$ cat src/rtl/exec_pkg.sv
// Shared definitions for the run-control sequencer: state encoding and default widths.
package exec_pkg;

  localparam int unsigned DefAddrW = 32;
  localparam int unsigned DefDataW = 32;
  localparam int unsigned DefCntW  = 32;

  typedef enum logic [1:0] {
    StIdle    = 2'd0,
    StRun     = 2'd1,
    StHalted  = 2'd2,
    StTimeout = 2'd3
  } state_e;

endpackage

$ cat src/rtl/exec_ctrl_if.sv
// Data-memory bus bundle: CPU and host request ports plus the shared memory port.
interface exec_ctrl_if
  import exec_pkg::*;
#(
  parameter int unsigned ADDR_W = DefAddrW,
  parameter int unsigned DATA_W = DefDataW
) ();

  logic              cpu_req;
  logic              cpu_we;
  logic [ADDR_W-1:0] cpu_addr;
  logic [DATA_W-1:0] cpu_wdata;

  logic              ext_req;
  logic              ext_we;
  logic [ADDR_W-1:0] ext_addr;
  logic [DATA_W-1:0] ext_wdata;
  logic              ext_gnt;

  logic              mem_we;
  logic [ADDR_W-1:0] mem_addr;
  logic [DATA_W-1:0] mem_wdata;

  // Requesters (processor and host) drive the master side.
  modport master (
    output cpu_req, cpu_we, cpu_addr, cpu_wdata,
    output ext_req, ext_we, ext_addr, ext_wdata,
    input  ext_gnt, mem_we, mem_addr, mem_wdata
  );

  modport slave (
    input  cpu_req, cpu_we, cpu_addr, cpu_wdata,
    input  ext_req, ext_we, ext_addr, ext_wdata,
    output ext_gnt, mem_we, mem_addr, mem_wdata
  );

endinterface

$ cat src/rtl/mem_port_arb.sv
// Combinational owner select for the single data-memory port; the CPU wins only while running.
module mem_port_arb
  import exec_pkg::*;
#(
  parameter int unsigned ADDR_W = DefAddrW,
  parameter int unsigned DATA_W = DefDataW
) (
  input  state_e            i_state,
  input  logic              i_cpu_req,
  input  logic              i_cpu_we,
  input  logic [ADDR_W-1:0] i_cpu_addr,
  input  logic [DATA_W-1:0] i_cpu_wdata,
  input  logic              i_ext_req,
  input  logic              i_ext_we,
  input  logic [ADDR_W-1:0] i_ext_addr,
  input  logic [DATA_W-1:0] i_ext_wdata,
  output logic              o_ext_gnt,
  output logic              o_mem_we,
  output logic [ADDR_W-1:0] o_mem_addr,
  output logic [DATA_W-1:0] o_mem_wdata
);

  logic w_cpu_own;

  assign w_cpu_own = (i_state == StRun) && i_cpu_req;

  always_comb begin
    o_ext_gnt   = 1'b0;
    o_mem_we    = 1'b0;
    o_mem_addr  = '0;
    o_mem_wdata = '0;
    if (w_cpu_own) begin
      o_mem_we    = i_cpu_we;
      o_mem_addr  = i_cpu_addr;
      o_mem_wdata = i_cpu_wdata;
    end else if (i_ext_req) begin
      o_ext_gnt   = 1'b1;
      o_mem_we    = i_ext_we;
      o_mem_addr  = i_ext_addr;
      o_mem_wdata = i_ext_wdata;
    end
  end

endmodule

$ cat src/rtl/exec_ctrl.sv
// Run-control sequencer: holds the CPU in reset for host memory access, runs it,
// counts cycles and stops on halt or watchdog expiry.
module exec_ctrl
  import exec_pkg::*;
#(
  parameter int unsigned ADDR_W     = DefAddrW,
  parameter int unsigned DATA_W     = DefDataW,
  parameter int unsigned CNT_W      = DefCntW,
  parameter int unsigned MAX_CYCLES = 0
) (
  input  logic             i_clk,
  input  logic             i_rst_n,
  input  logic             i_start,
  input  logic             i_clear,
  input  logic             i_halt_in,
  exec_ctrl_if.slave       bus,
  output logic             o_cpu_en,
  output logic             o_proc_rst,
  output logic [1:0]       o_state,
  output logic [CNT_W-1:0] o_cycle_count,
  output logic             o_done,
  output logic             o_timeout
);

  localparam bit             WdEn   = (MAX_CYCLES != 0);
  localparam logic [CNT_W-1:0] WdLast = CNT_W'(MAX_CYCLES - 1);

  state_e           r_state;
  logic             r_cpu_en;
  logic             r_proc_rst;
  logic [CNT_W-1:0] r_cycle_count;
  logic             r_done;
  logic             r_timeout;

  logic              w_ext_gnt;
  logic              w_mem_we;
  logic [ADDR_W-1:0] w_mem_addr;
  logic [DATA_W-1:0] w_mem_wdata;

  always_ff @(posedge i_clk or negedge i_rst_n) begin
    if (!i_rst_n) begin
      r_state       <= StIdle;
      r_cpu_en      <= 1'b0;
      r_proc_rst    <= 1'b1;
      r_cycle_count <= '0;
      r_done        <= 1'b0;
      r_timeout     <= 1'b0;
    end else begin
      case (r_state)
        StIdle: begin
          if (i_start) begin
            r_state       <= StRun;
            r_cycle_count <= '0;
            r_proc_rst    <= 1'b0;
            r_cpu_en      <= 1'b1;
          end
        end
        StRun: begin
          // The edge that leaves RUN still counts as an executed cycle.
          r_cycle_count <= r_cycle_count + CNT_W'(1);
          if (i_halt_in) begin
            r_state  <= StHalted;
            r_cpu_en <= 1'b0;
            r_done   <= 1'b1;
          end else if (WdEn && (r_cycle_count == WdLast)) begin
            r_state   <= StTimeout;
            r_cpu_en  <= 1'b0;
            r_timeout <= 1'b1;
          end else if (i_clear) begin
            r_state    <= StIdle;
            r_cpu_en   <= 1'b0;
            r_proc_rst <= 1'b1;
          end
        end
        StHalted, StTimeout: begin
          if (i_clear) begin
            r_state    <= StIdle;
            r_proc_rst <= 1'b1;
            r_done     <= 1'b0;
            r_timeout  <= 1'b0;
          end
        end
        default: r_state <= StIdle;
      endcase
    end
  end

  mem_port_arb #(
    .ADDR_W (ADDR_W),
    .DATA_W (DATA_W)
  ) u_mem_port_arb (
    .i_state     (r_state),
    .i_cpu_req   (bus.cpu_req),
    .i_cpu_we    (bus.cpu_we),
    .i_cpu_addr  (bus.cpu_addr),
    .i_cpu_wdata (bus.cpu_wdata),
    .i_ext_req   (bus.ext_req),
    .i_ext_we    (bus.ext_we),
    .i_ext_addr  (bus.ext_addr),
    .i_ext_wdata (bus.ext_wdata),
    .o_ext_gnt   (w_ext_gnt),
    .o_mem_we    (w_mem_we),
    .o_mem_addr  (w_mem_addr),
    .o_mem_wdata (w_mem_wdata)
  );

  // Reset blanks the memory port so an access in flight is dropped at once.
  assign bus.ext_gnt   = w_ext_gnt & i_rst_n;
  assign bus.mem_we    = w_mem_we & i_rst_n;
  assign bus.mem_addr  = i_rst_n ? w_mem_addr : '0;
  assign bus.mem_wdata = i_rst_n ? w_mem_wdata : '0;

  assign o_state       = r_state;
  assign o_cpu_en      = r_cpu_en;
  assign o_proc_rst    = r_proc_rst;
  assign o_cycle_count = r_cycle_count;
  assign o_done        = r_done;
  assign o_timeout     = r_timeout;

endmodule

$ cat src/flat_wrapper.sv
// flat-port wrapper written by rule: the top's interface ports become plain ports
module exec_ctrl_flat import exec_pkg::*;
#(
  parameter int unsigned ADDR_W     = DefAddrW,
  parameter int unsigned DATA_W     = DefDataW,
  parameter int unsigned CNT_W      = DefCntW,
  parameter int unsigned MAX_CYCLES = 0
)
  (i_clk, i_rst_n, i_start, i_clear, i_halt_in, o_cpu_en, o_proc_rst, o_state, o_cycle_count, o_done, o_timeout, bus_cpu_req, bus_cpu_we, bus_cpu_addr, bus_cpu_wdata, bus_ext_req, bus_ext_we, bus_ext_addr, bus_ext_wdata, bus_ext_gnt, bus_mem_we, bus_mem_addr, bus_mem_wdata);
  exec_ctrl_if #(.ADDR_W(ADDR_W), .DATA_W(DATA_W)) bus_i ();
  input  logic i_clk;
  input  logic i_rst_n;
  input  logic i_start;
  input  logic i_clear;
  input  logic i_halt_in;
  output logic o_cpu_en;
  output logic o_proc_rst;
  output logic [1:0] o_state;
  output logic [CNT_W-1:0] o_cycle_count;
  output logic o_done;
  output logic o_timeout;
  input wire logic [$bits(bus_i.cpu_req)-1:0] bus_cpu_req;
  input wire logic [$bits(bus_i.cpu_we)-1:0] bus_cpu_we;
  input wire logic [$bits(bus_i.cpu_addr)-1:0] bus_cpu_addr;
  input wire logic [$bits(bus_i.cpu_wdata)-1:0] bus_cpu_wdata;
  input wire logic [$bits(bus_i.ext_req)-1:0] bus_ext_req;
  input wire logic [$bits(bus_i.ext_we)-1:0] bus_ext_we;
  input wire logic [$bits(bus_i.ext_addr)-1:0] bus_ext_addr;
  input wire logic [$bits(bus_i.ext_wdata)-1:0] bus_ext_wdata;
  output wire logic [$bits(bus_i.ext_gnt)-1:0] bus_ext_gnt;
  output wire logic [$bits(bus_i.mem_we)-1:0] bus_mem_we;
  output wire logic [$bits(bus_i.mem_addr)-1:0] bus_mem_addr;
  output wire logic [$bits(bus_i.mem_wdata)-1:0] bus_mem_wdata;
  assign bus_i.cpu_req = bus_cpu_req;
  assign bus_i.cpu_we = bus_cpu_we;
  assign bus_i.cpu_addr = bus_cpu_addr;
  assign bus_i.cpu_wdata = bus_cpu_wdata;
  assign bus_i.ext_req = bus_ext_req;
  assign bus_i.ext_we = bus_ext_we;
  assign bus_i.ext_addr = bus_ext_addr;
  assign bus_i.ext_wdata = bus_ext_wdata;
  assign bus_ext_gnt = bus_i.ext_gnt;
  assign bus_mem_we = bus_i.mem_we;
  assign bus_mem_addr = bus_i.mem_addr;
  assign bus_mem_wdata = bus_i.mem_wdata;
  exec_ctrl #(.ADDR_W(ADDR_W), .DATA_W(DATA_W), .CNT_W(CNT_W), .MAX_CYCLES(MAX_CYCLES)) u_core (.i_clk(i_clk), .i_rst_n(i_rst_n), .i_start(i_start), .i_clear(i_clear), .i_halt_in(i_halt_in), .bus(bus_i), .o_cpu_en(o_cpu_en), .o_proc_rst(o_proc_rst), .o_state(o_state), .o_cycle_count(o_cycle_count), .o_done(o_done), .o_timeout(o_timeout));
endmodule
$ cat config.mk
export PLATFORM = sky130hd
export DESIGN_NAME = exec_ctrl_flat
export DESIGN_NICKNAME = d
export VERILOG_FILES = /design/src/rtl/exec_pkg.sv /design/src/rtl/exec_ctrl_if.sv /design/src/rtl/mem_port_arb.sv /design/src/rtl/exec_ctrl.sv /design/src/flat_wrapper.sv
export SDC_FILE = /design/constraint.sdc
export NUM_CORES = 1
export LEC_CHECK = 0
export ABC_CLOCK_PERIOD_IN_PS = 1470
export CAP_MARGIN = 15
export CORE_MARGIN = 3
export CORE_UTILIZATION = 34
export DETAILED_ROUTE_END_ITERATION = 8
export GPL_ROUTABILITY_DRIVEN = 1
export PLACE_DENSITY = 0.78
export REMOVE_ABC_BUFFERS = 1
export SKIP_CTS_REPAIR_TIMING = 1
export SLEW_MARGIN = 15
export SYNTH_ARGS = -nofsm -noshare
export SYNTH_HDL_FRONTEND = slang
export SYNTH_HIERARCHICAL = 1
export SYNTH_SLANG_ARGS = --single-unit
export TNS_END_PERCENT = 30
$ cat constraint.sdc
create_clock -name i_clk -period 1.47 [get_ports i_clk]
set_input_delay 0.294 -clock i_clk [delete_from_list [all_inputs] [get_ports i_clk]]
set_output_delay 0.294 -clock i_clk [all_outputs]
set_load 0.01 [all_outputs]
==> impl_results.md, run 1 <==
- Yosys reg bits: 37
- Worst-Skew Late Latency: between 0.2 and 0.3 ns
- Initial DRC Count: about 330
- Wire length per cell after detailed routing: between 15 and 20 um
- Largest cells by area after synthesis: dfrtp_1 24%, mux2i_1 17%, and2_1 11%
- Seq pwr share: a little over a fifth
- Critical path cell sequence: nand3b_4 -> buf_12 -> buf_4 -> buf_12 -> mux2i_1 -> and2_1 -> buf_6
- Peak supply drop: about 0.00075 V
- Main combinational cell family by area after synthesis: simple AND/OR/NAND/NOR gates
- Ys async rst share: 100%
- Switching pwr: 0.00190 W
- Global-route wire length before repair: about 25 mm
- Crit path launch type: flop
- Fin cells: between 900 and 1000
- Final WL: 16.9 mm
- CP most frequent cell: buf_12
- XOR/XNOR share of the synthesized area: between 1.5 and 2%
- Pre-CTS WS: -0.900 ns
- Drt pass-1 iters: 5
- Number of global-route vias before repair: roughly 4700
- P&R area growth vs syn: 89.4%
- Clock tree buffer depth: 2
- Min cycle time layout: between 2 and 2.5 ns
- IO Port Bufs: between 200 and 250
- Slowest-stage cell, CP: dfrtp_1
- Max_cap viols: 0
- Worst stage delay on the critical path: 0.38 ns
- Total GRT Usage: 23.7%
- Gate Count Post-Synth: between 500 and 600
- Share of layout cells above drive strength 1: 25.2%
- Starting Density: between 30% and 40%
- Unrepaired setup endpoints after global routing: yes
- Gpl congestion: ~0.97
- CTS tree: yes
- Die height: between 100 and 150 um
- Max Freq: around 490 MHz
- Yosys warns: 6
- Number of fill cells: about 880
- Outcome: finished with violations
- Core Area: between 10000 and 15000 um^2
- Critical path arrival: between 1.5 and 2 ns
- Cell variety after synth: 51
- Most common cell after layout, fill and taps aside: clkdlybuf4s50_1
- Die area: ~13000 um^2
- Adder-Cell Fraction of Synth Area: less than 1%
- Hold slack: -0.0131 ns
- Mapped Area: 3830 um^2
- Via Count: 4905
- Final Max Tran Viols: 0
- Crit path kind: flop to output pin
- Nets@finish: around 970
- Most frequent cells in the layout: 134 x clkdlybuf4s50_1, 92 x nand2_1, 77 x inv_1
- Antenna-violating nets left: 0
- Average cell area after synthesis: 7.34 um^2
- # DRC: 0
- CTS H-tree lvls: 2
- Cell accounting for the most synthesized area: dfrtp_1
- Synth Area in Simple Gates: between 30% and 40%
- Grt ovf: 0
- Leakage: 4.44 nW
- Die width: about 110 um
- Initial antenna violation count: 0
- Top-area cell type share of the netlist area: between 20% and 30%
- Root buf cell: clkbuf_16
- Switching Share: between 30% and 40%
- CP Capture Type: output pin
- Most used DFF post-synth: dfrtp_1
- Cell-internal power: around 0.0035 W
- Register area share after synthesis: about a quarter
- Clock sinks: 37
- CTS buffer count: 5
- Worst Skew: 0.00634 ns
- Mux cell area share after synthesis: approximately 17%
- Hold Fails Final Rpt: 2
- Violated checks: hold timing, setup timing
- Largest fanout on the critical path: 7
- Vias/cell: approximately 5.0
- Comb pwr share: 58.4%
- Core Util, Final: approximately 66%
- CTS clock-pin slew for the worst setup and hold paths: around 0.060 ns
- Num rows: 38
- Endpoints failing setup: a little under 90
- Worst setup slack after layout: -0.562 ns
- Compound-Gate Fraction of Synth Area: under 10%
- Crit share post-route: 138%
- Worst endpoint required time: 1.18 ns
- Hpwl dp: 12.5 mm
- I/O pins: approximately 240
- Pin count of the biggest net entering global routing: 40
- Worst hold path type: primary input to asynchronous set/reset pin
- Clock power frac: around a fifth
- Power density cells: about 750 nW/um^2
- N_diodes: 0
- Dpl cells: between 900 and 1000
- Post-synth EDFFs: 0
area by class of cell:
class,count,area (um^2),area share (%)
clock buffer,8,146,2.02
inverter,77,289,3.98
multi-input combinational,376,2510,34.6
sequential,37,937,12.9
tap,140,175,2.41
timing repair buffer,334,3200,44.1
power groups by stage:
stage | logic [W] | registers (W) | clock network [W]
detailed placement | 0.00282 | 0.00121 | 0
floorplan | 0.00112 | 0.00128 | 0
finish | 0.00318 | 0.00120 | 0.00107
global placement | 0.00278 | 0.00120 | 0
global route | 0.00339 | 0.00121 | 0.00113
CTS | 0.00284 | 0.00119 | 0.00109
routing by layer:
metal	vias up	track usage, %	wire length, um
met5	-	0	0
met4	0	6.25	522
met3	43	3.56	1170
met2	229	42.8	8680
met1	2308	29.5	6540
li1	2325	-	-
state kept, by name (all words and copies together) (netlist names):
name and count:
u_core/o_cpu_en 1, u_core/o_cycle_count 32, u_core/o_done 1, u_core/o_proc_rst 1
u_core/o_state 2
path summary, 6_finish.rpt:
check / slack, ns / start / depth (start not counted) / end
max: -0.56 / u_core/o_state[1] / 7 / bus_mem_addr[3]
min: -0.01 / i_rst_n / 2 / u_core/o_cycle_count[31]
max reg2reg: -0.22 / u_core/o_state[1] / 8 / u_core/o_cycle_count[11]
min reg2reg: 0.51 / u_core/o_proc_rst / 2 / u_core/o_proc_rst
max in group asynchronous: 1.05 / i_rst_n / 3 / u_core/o_proc_rst
min in group i_clk: 0.51 / u_core/o_proc_rst / 2 / u_core/o_proc_rst
synthesized netlist by cell type (2+ instances only):
cell       n
a21oi_1    7
a31oi_1    8
and2_1    68
and3_1     3
buf_2      9
buf_6      6
clkbuf_1  13
clkbuf_8   2
dfrtp_1   36
inv_1     77
mux2i_1   65
nand2_1   92
nand2b_1   2
nand3_1   17
nand3_2    2
nand4_1   12
nand4_4    2
nor2_1    19
nor2_4     3
nor3_1     6
nor4_1     2
nor4_2     2
o211ai_1   4
o21ai_0   25
o22ai_1    3
o31ai_1    4
or3_1      2
or4_1      3
xnor2_1    4
xor2_1     3
critical path: cells and delay by family, from the launching register on:
family        cells  cell delay (ns)
simple gates      2             0.36
mux               1             0.19
flops             1             0.38
buf+inv           4             0.53
cells by family (layout without fill, tap and decap cells):
logic type | Yosys count | after routing
compound gates | 58 | 58
flops | 37 | 37
fa+ha+maj | 1 | 1
buf+inv | 109 | 419
simple gates | 244 | 244
mux | 65 | 65
xor+xnor | 7 | 7
other cells | 1 | 1
through the flow:
step           hold slack, ns  TNS, ns  instance area (um^2)  power [W]
6_report              -0.0131   -32.17                  7260    0.00545
5_1_grt               0.00407   -37.95                  7260    0.00572
4_1_cts              -0.00724   -64.04                  7030    0.00511
3_5_place_dp            0.293   -58.12                  6880    0.00402
3_3_place_gp            0.286   -56.67                  6880    0.00398
2_1_floorplan        -0.00159   -55.71                  3630    0.00241
(Power assumes the default switching activity.)
==> inputs of run 2 (changes only) <==
Settings changed: ABC_CLOCK_PERIOD_IN_PS 1470 to 2100, CORE_UTILIZATION 34 to 38, GPL_ROUTABILITY_DRIVEN 1 to 0, PLACE_DENSITY 0.78 to 0.83.
Clock period 1.47 ns to 2.1 ns, I/O delays scaled along.
==> run 2 against run 1 <==
The run now ends clean; critical path depth is 1 lower; cell count down 7.9%; critical path type unchanged; clock skew is 0.00071 ns higher; non-clock buffer count down 70; core utilization up 1.1 points; count of clock-buffer cells in the layout unchanged; design area shrank 9.2%; largest cell class unchanged; wire length fell by 4.9%; via count shrank 6.3%; register-to-register slack improved by 0.39 ns; die area decreased by 10%; sequential share of layout area is 1.1 points higher.
==> impl_results.md, run 2 (synthesis gave the netlist of run 1 again) <==
- Outcome: completed
- Worst relative slew slack: roughly two thirds
- Wire length per cell after detailed routing: about 18 um
- Core Util, Final: about 67%
- Hold Fails Final Rpt: 0
- Total GRT Usage: roughly a quarter
- Drt pass-1 iters: 5
- CTS buffer count: 5
- CTS H-tree lvls: 2
- Crit path kind: flop to output pin
- CTS tree: yes
- Dpl cells: roughly 880
- Bufs and invs on worst path: 3
- Max reg flops: 32
- Worst Tran Pin Value: around 0.51 ns
- Final WL: around 16 mm
- Worst setup slack after layout: between 0.015 and 0.02 ns
- Crit path launch type: flop
- # DRC: 0
- Pin count of the biggest net entering global routing: 52
- Die height: 106 um
- Vias/cell: between 5 and 6
- Max Freq: between 400 and 500 MHz
- Num rows: 36
- Core Area: ~9800 um^2
- Share of layout cells above drive strength 1: 8.53%
- P&R area growth vs syn: 72.1%
- Crit share post-route: roughly 100%
- Via Count: roughly 4600
- Max_cap viols: 0
- Global-route wire length before repair: around 24 mm
- Worst-Skew Late Latency: a little under 0.3 ns
- Die width: 106 um
- Leakage: about 4 nW
- Antenna-violating nets left: 0
- Clock tree buffer depth: 2
- Endpoints failing setup: 0
- IO Port Bufs: roughly 240
- I/O pins: between 200 and 250
- Slowest-stage cell, CP: dfrtp_1
- Fin cells: 895
- Most frequent cells in the layout: 170 x clkdlybuf4s50_1, 92 x nand2_1, 77 x inv_1
- Critical path cell sequence: nand3b_4 -> buf_12 -> buf_12 -> mux2i_1 -> and2_1 -> dlymetal6s2s_1
- Nets@finish: between 800 and 900
- Cell family with most CP delay: buffers and inverters
- Pre-CTS WS: -0.547 ns
- Hpwl dp: 12.3 mm
- Peak supply drop: about 0.00053 V
- Number of global-route vias before repair: 4457
- Initial DRC Count: 253
- Worst endpoint required time: about 1.7 ns
- Die area: ~11000 um^2
- Most common cell after layout, fill and taps aside: clkdlybuf4s50_1
- Largest fanout on the critical path: 6
- Clock sinks: 37
- Worst hold path type: primary input to asynchronous set/reset pin
- CP most frequent cell: buf_12
- CTS clock-pin slew for the worst setup and hold paths: ~0.08 ns
- Power density cells: approximately 500 nW/um^2
- Min cycle time layout: around 2.1 ns
- Final Max Tran Viols: 0
- N_diodes: 0
- Worst Skew: just over 0.007 ns
- Initial antenna violation count: 1
- CP Capture Type: output pin
- Starting Density: just under 40%
- Grt ovf: 0
- Root buf cell: clkbuf_8
- Number of fill cells: 778
- Worst stage delay on the critical path: 0.38 ns
- Critical path arrival: ~1.7 ns
[run 2: cell count changes in the layout (fill, tap and decap cells not counted), moves of 11 or more]
cell,change
buf_2,-44
buf_4,-53
buf_6,-24
clkbuf_2,+11
clkdlybuf4s50_1,+36
dlymetal6s2s_1,+12
[run 2: power by group]
part / total, W / switching, W / internal, W
sequential: 0.000841 / 0.0000575 / 0.000784
combinational: 0.00190 / 0.000881 / 0.00102
clock: 0.000487 / 0.000251 / 0.000236
[run 2: cell type report]
type / instances / area (um^2) / area share, %
well taps: 133 / 166 / 2.52
inverters: 77 / 289 / 4.38
repair buffers: 264 / 2720 / 41.2
multi-input cells: 376 / 2410 / 36.6
clock buffers: 8 / 80.1 / 1.21
flip-flops and latches: 37 / 927 / 14.1
[run 2: path summary, 6_finish.rpt]
path	start	end	slack [ns]	depth (start not counted)
min reg2reg	u_core/o_proc_rst	u_core/o_proc_rst	0.51	2
min in group i_clk	u_core/o_proc_rst	u_core/o_proc_rst	0.51	2
max in group asynchronous	i_rst_n	u_core/o_proc_rst	1.31	3
max	u_core/o_state[1]	bus_mem_wdata[15]	0.02	6
max reg2reg	u_core/o_cycle_count[1]	u_core/o_cycle_count[30]	0.17	6
min	i_rst_n	u_core/o_cycle_count[29]	0.10	2
[run 2: stage by stage]
stage	total power (W)	instance area, um^2	hold WS [ns]	TNS [ns]
floorplan	0.00169	3630	0.124	-9.69
global placement	0.00265	6380	0.424	-30.56
detailed placement	0.00269	6380	0.423	-32.37
CTS	0.00318	6460	0.112	-32.61
global route	0.00340	6590	0.114	-0.0957
finish	0.00323	6590	0.104	0
[run 2: per-layer routing]
metal / GRT usage, % / up-vias / share of wire [%]
met5: 0 / - / 0.12
met4: 5.94 / 2 / 2.9
met3: 6.92 / 35 / 8.8
met2: 47.9 / 211 / 51
met1: 30.1 / 2164 / 38
li1: - / 2182 / -
